[config.mk]
export PLATFORM = sky130hd
export DESIGN_NAME = cd_key_ctrl
export DESIGN_NICKNAME = d
export VERILOG_FILES = /design/src/rtl/cd_key_ctrl.sv
export SDC_FILE = /design/constraint.sdc
export NUM_CORES = 1
export LEC_CHECK = 0
export BUFFER_PORTS_ARGS = -buffer_cell sky130_fd_sc_hd__buf_2
export CAP_MARGIN = 10
export CORE_UTILIZATION = 60
export DETAILED_ROUTE_END_ITERATION = 7
export PLACE_DENSITY = 0.85
export REMOVE_ABC_BUFFERS = 1
export SYNTH_ARGS = -nofsm -noshare
export SYNTH_HDL_FRONTEND = slang
export SYNTH_SLANG_ARGS = --single-unit
[constraint.sdc]
create_clock -name clk -period 3.1 [get_ports clk]
set_input_delay 0.31 -clock clk [delete_from_list [all_inputs] [get_ports clk]]
set_output_delay 0.31 -clock clk [all_outputs]
set_load 0.005 [all_outputs]
[src/rtl/cd_key_ctrl.sv]
// rtl/cd_key_ctrl.sv - front-panel key conditioning and countdown control FSM
// Two active-low buttons are synchronised, debounced and turned into run/load/done control.
module cd_key_ctrl #(
    parameter int DEB_CYC  = 160,
    parameter int LONG_CYC = 8000
) (
    input  logic       clk,
    input  logic       rst,
    input  logic [1:0] key_n,
    input  logic       zero,
    output logic       run,
    output logic       load,
    output logic       done
);

    localparam int DW = $clog2(DEB_CYC);
    localparam int HW = $clog2(LONG_CYC + 1);
    localparam logic [DW-1:0] DEB_LAST = DW'(DEB_CYC - 1);
    localparam logic [HW-1:0] HOLD_MAX = HW'(LONG_CYC);
    localparam logic [HW-1:0] HOLD_PRE = HW'(LONG_CYC - 1);

    typedef enum logic [1:0] {
        ST_IDLE,
        ST_RUN,
        ST_PAUSE,
        ST_DONE
    } state_t;

    logic [1:0]    sync1;
    logic [1:0]    sync2;
    logic [1:0]    deb;
    logic [DW-1:0] cnt [2];
    logic [1:0]    flip;
    logic [HW-1:0] hold;
    logic          k0_evt;
    logic          k1_short;
    logic          k1_long;
    logic          press1;
    logic          release1;
    state_t        state;

    always_comb begin
        for (int i = 0; i < 2; i++) begin
            flip[i] = (sync2[i] != deb[i]) && (cnt[i] == DEB_LAST);
        end
    end

    assign press1   = flip[1] & deb[1];
    assign release1 = flip[1] & ~deb[1];
    // Fires during the cycle in which the hold counter steps onto LONG_CYC;
    // saturation guarantees it cannot recur within one press.
    assign k1_long  = ~deb[1] && (hold == HOLD_PRE);

    always_ff @(posedge clk or negedge rst) begin
        if (!rst) begin
            sync1    <= 2'b11;
            sync2    <= 2'b11;
            deb      <= 2'b11;
            for (int i = 0; i < 2; i++) begin
                cnt[i] <= '0;
            end
            hold     <= '0;
            k0_evt   <= 1'b0;
            k1_short <= 1'b0;
        end else begin
            sync1 <= key_n;
            sync2 <= sync1;
            for (int i = 0; i < 2; i++) begin
                if ((sync2[i] == deb[i]) || flip[i]) begin
                    cnt[i] <= '0;
                end else begin
                    cnt[i] <= cnt[i] + DW'(1);
                end
                if (flip[i]) begin
                    deb[i] <= sync2[i];
                end
            end
            k0_evt <= flip[0] & deb[0];
            // The release cycle itself still counts as held, so a release that
            // coincides with k1_long is a long press, not a short one.
            k1_short <= release1 && (hold < HOLD_PRE);
            if (press1) begin
                hold <= '0;
            end else if (!deb[1] && (hold != HOLD_MAX)) begin
                hold <= hold + HW'(1);
            end
        end
    end

    always_ff @(posedge clk or negedge rst) begin
        if (!rst) begin
            state <= ST_IDLE;
            run   <= 1'b0;
            load  <= 1'b0;
            done  <= 1'b0;
        end else begin
            state_t nxt;
            nxt = state;
            if (k1_short) begin
                nxt = ST_IDLE;
            end else if (k1_long) begin
                nxt = ST_RUN;
            end else begin
                case (state)
                    ST_IDLE:  if (k0_evt) nxt = zero ? ST_DONE : ST_RUN;
                    ST_RUN:   if (zero) nxt = ST_DONE;
                              else if (k0_evt) nxt = ST_PAUSE;
                    ST_PAUSE: if (k0_evt) nxt = zero ? ST_DONE : ST_RUN;
                    default:  nxt = state;
                endcase
            end
            state <= nxt;
            run   <= (nxt == ST_RUN);
            done  <= (nxt == ST_DONE);
            load  <= k1_short | k1_long;
        end
    end

endmodule
Word-level counts from Yosys, hierarchy flattened
Index checks and enable logic that the tools add are counted.
- register bits: 42
- input bits: 5
- output and inout bits: 3
- logic and storage cells: 56
- $add $sub $neg: 3
- $lt $le $gt $ge: 1
- equality and inequality tests: 12
- mux-type cells: 11
- bitwise operators: 5
- reductions and logical operators: 11
- operators with widths (operator ; number):
    13-bit two-way mux ; 2
    8-bit by 1-bit adder with 8-bit output, second input constant ; 2
    8-bit equality test, second input constant ; 2
    8-bit two-way mux ; 2
    13-bit by 1-bit adder with 13-bit output, second input constant ; 1
    13-bit equality test, second input constant ; 1
    13-bit < comparator, second input constant ; 1
    13-bit != test, second input constant ; 1
    2-bit two-way mux ; 6
    1-bit logical AND ; 5
    2-bit by 1-bit equality test with 1-bit output, second input constant ; 2
    2-bit equality test, second input constant ; 2
    2-bit one-hot mux with 2 select lines ; 1
    1-bit AND ; 3
    1-bit equality test ; 2
    2-bit logical NOT ; 1
    1-bit logical OR ; 2
    1-bit != test ; 2
    2-bit nonzero test ; 1
    2-bit OR reduction ; 1
    1-bit logical NOT ; 1
    1-bit inverter ; 1
    1-bit bitwise OR ; 1

Logic depth before layout (Yosys ltp)
- depth after elaboration: 6
- gate-level depth with buffers: 6
- depth with buffers taken out: 6

Worst setup path after synthesis
No wires, ideal clock.
- path kind: register to register
- start: register hold[0]
- end: register hold[1]
- setup time: 0.119 ns
- data arrival time: 1.314 ns
- required time: 2.981 ns
- path slack: 1.668 ns
- stages on the path, launching flop included: 7
- path buffers: 0
- period minus slack after synthesis: 1.432 ns
- path through: dfrtp_1 > inv_1 > ha_1 > nor4b_1 > a41oi_1 > mux2i_1 > nor2_1
- longest elaborated chain between the ends: 3
- elaborated cells between the ends (all ways): 6
- those cells by class: 1 x add/sub; 1 x eq/ne; 2 x mux; 2 x reduce/logical
- RTL lines (item ; RTL line ; text):
    from (decl) ; 34 ; logic [HW-1:0] hold;
    from (signal assigned) ; 85 ; hold <= hold + HW'(1);
    13-bit by 1-bit adder with 13-bit output / 13-bit != test (equally long branches) ; 85, 84 ;
    13-bit two-way mux / 1-bit logical AND (equally long branches) ; 84 ; end else if (!deb[1] && (hold != HOLD_MAX)) begin
    13-bit two-way mux / 2-bit nonzero test (equally long branches) ; n/a ;
Several ways; a longest one is shown, not always the timed one. The select of a mux whose other input is x is not followed.
A chain may end at the register's enable or synchronous reset.

Final worst setup path
- start: register cnt[0] in the netlist's numbering
- end: register hold[9]
- longest elaborated chain between the ends: 4
- elaborated cells between the ends (all ways): 5
- those cells by class: 1 x eq/ne; 1 x mux; 1 x bitwise; 2 x reduce/logical
- RTL lines (item ; RTL line ; text):
    from (decl) ; 32 ; logic [DW-1:0] cnt [2];
    from (signal, indexed assignment) ; 72 ; cnt[i] <= cnt[i] + DW'(1);
    8-bit equality test * ; 44 ; flip[i] = (sync2[i] != deb[i]) && (cnt[i] == DEB_LAST);
    1-bit logical AND * ; 44 ;
    1-bit AND * ; 48 ; assign press1 = flip[1] & deb[1];
    13-bit two-way mux / 2-bit nonzero test (equally long branches) ; n/a ;
Mark *: on every way between the ends. The rest lies on a longest branch, timed or not.

==> impl_results.md <==
* Status: finished clean
* Synth Instances at approximately 180
* Total track usage at 22.6%
* Top post-synthesis cells by area: dfrtp_1, dfstp_2, xnor2_1
* RSZ-0062 raised after global routing: false
* Ant. Diodes at 0
* Routed len/inst at approximately 14 um
* CP endpoint: hold[9]
* Ys async rst share at 100%
* CP max FO at 13
* Area leader, netlist: dfrtp_1
* R2R setup slack at ~1300 ps
* Final wirelength at 3260 um
* Clk slew on worst S/H paths at 120 ps
* Slew @ Worst Pin at ~870 ps
* Final Setup Violations at 0
* Core area at 3080 um2
* Synth Area in Compound Gates at under 10%
* Final setup margin at ~1300 ps
* Area delta synth->final at 7.16%
* Mean Syn Cell Area at between 10 and 15 um2
* Top_reg_cell synth: dfrtp_1
* Synth Area in Adders at 2.53%
* Antenna violation net count after detailed routing at 0
* Initial Util at roughly 64%
* Total clock buffers created by CTS at 5
* Congestion Overflow GR at 0
* DRC viols at 0
* Sink Count at 42
* R2R depth at 4
* Routed vias/inst at around 5.5
* First-pass GRT wire length at around 5800 um
* Worst skew pair latency at between 300 and 400 ps
* Via Count at between 1000 and 1500
* Die width at between 50 and 60 um
* Final hold viol count at 0
* Leakage at around 0.87 nW
* Buffers added on ports at 7
* Most frequent cell after synthesis: nor2_1
* FILL cells at roughly 240
* Max_cap viols at 0
* Main combinational cell family by area after synthesis: simple AND/OR/NAND/NOR gates
* Synth top area share at 45.6%
* Die Area at between 3000 and 4000 um2
* Seq cells post-synth at 42
* Detailed Route Iter0 Violations at 94
* PD cells at ~420 nW/um2
* Max Clk Rate at 555 MHz
* Setup crit start: cnt[0]
* Reg-to-reg endpoint: hold[9]
* # hold bufs at CTS at 0
* Post_cts resized at 0
* Multiplexer area fraction after synthesis at approximately 2.7%
* Drt first pass iters at 4
* Largest net degree at the start of global routing at 43
* Post-synthesis xor/xnor area fraction at between 10% and 20%
* Share of cells above drive strength 1 at between 15 and 20%
* Hold WS at 48.7 ps
* IO Pins at 8
* Setup TNS at 0 ps
* Die Y at a little under 60 um
* Post-synthesis simple-gate area fraction at approximately a quarter
* Post-CTS Setup Bufs at 0
* Skew final at roughly 12 ps
* CTS tree: done
* Arrival @ worst endpoint at 2020 ps
* Number of enable flip-flop cells after synthesis at 0
* Hold path start: key_n[0]
* NumNets Final at between 200 and 250
* Critical setup path kind: register to register
* RR Startpoint: cnt[0]
* Hold Path Class: primary input to register
* Fin crit period at approximately 1800 ps
* Worst slew margin at 42.0%
* Req. time, crit path at ~3300 ps
* Most frequent cells after synthesis: nor2_1, dfrtp_1, xnor2_1
* GPL Wtd Cong at about 0.83
* Post-Syn Area at approximately 2000 um2
* Dpl hpwl at roughly 2300 um
* Number of library cell types mapped by synthesis at 35
* Post-synthesis sequential area ratio at 53.6%
* CTS Root Cell: clkbuf_4
* Via count of the first global-routing pass at approximately 1300
* Maximum VDD drop at around 0.23 mV
* CTS H-tree depth at 2
* Ys Warns at 0
* Initial antenna violation count at 0
* Row cnt at 20
* Setup slack at placement at about 1300 ps
* CP Launch Type: register
* Max Buffers Root-to-Sink at 2
* Slew Limit Fails at 0
* Crit share post-route at around 58%
* Setup crit end kind: register
-- power by group --
group          switching, mW  total, mW  internal [mW]  leakage [nW]
Sequential           0.00887      0.568          0.559         0.530
Combinational         0.0211     0.0312         0.0100         0.306
Clock                  0.172      0.281          0.109        0.0343
Total                  0.202      0.880          0.678         0.871
-- cell usage in the layout, fill, tap and decap left out, types with 2 or more instances in the layout --
cell type,count
o21ai_0,2
dfstp_2,6
mux2i_1,3
inv_1,6
ha_1,4
xor2_1,7
nand2_1,9
nor3_1,4
and4_1,3
a21oi_1,2
xnor2_1,18
a211oi_1,2
a41oi_1,2
nand3_1,11
nor2_1,38
nor4_1,4
nand2b_1,7
dfrtp_1,36
nand4_1,2
clkbuf_4,5
buf_2,7
nor3b_1,2
mux2_2,2
-- per-stage QoR --
stage	cell area, um2	total power, mW	utilization, %	cells
4_1_cts	2120	0.897	68.8	241
3_3_place_gp	2050	0.607	66.7	233
3_5_place_dp	2050	0.610	66.7	233
6_report	2120	0.880	68.8	241
5_1_grt	2120	0.922	68.8	241
2_1_floorplan	1960	0.592	-	182
-- cell type report --
| cell class | instances | area (um2) | share of cell area [%] |
|---|---|---|---|
| timing repair buffer | 7 | 35.0 | 1.65 |
| sequential | 42 | 1060 | 50.0 |
| tap | 44 | 55.1 | 2.60 |
| inverter | 6 | 22.5 | 1.06 |
| clock inverter | 2 | 12.5 | 0.591 |
| multi-input combinational | 134 | 882 | 41.7 |
| clock buffer | 6 | 51.3 | 2.42 |
-- worst min-delay path by stage --
stage,endpoint,slack (ps),cells after the start
after global routing,sync1[0],20,1
final,sync1[0],50,1
after CTS,sync1[0],30,1
after detailed placement,sync2[0],350,0
after global placement,sync2[1],350,0
after floorplan,cnt[0],10,0
-- worst max-delay path: stages, from the launching register on --
cell	delay, ps
dfrtp_1	420
ha_1	290
nand4_4	150
nor3b_2	690
nor2_1	120
-- per-layer routing --
metal	global-route usage, %	routed length (um)	vias up
met5	0	0	-
met4	8.84	38	0
met2	35.3	1600	33
met3	6.77	152	6
met1	29.4	1460	641
li1	-	-	649
-- kinds of logic (layout without fill, tap and decap cells) --
| group | after synthesis | count (layout) |
|---|---|---|
| AO/OA/AOI/OAI | 10 | 10 |
| multiplexers | 5 | 5 |
| XOR/XNOR | 25 | 25 |
| adder cells (fa/ha/maj) | 4 | 4 |
| flip-flops | 42 | 42 |
| buffers and inverters | 8 | 21 |
| AND/OR/NAND/NOR | 90 | 90 |
-- registers in the layout, summed over array words and instances, names as in the netlist --
signal and count:
state 2, run 1, cnt 16, deb 2
sync1 2, hold 13, done 1, load 1
sync2 2, k1_short 1, k0_evt 1
Note: power is estimated with default switching activity, not from simulation.
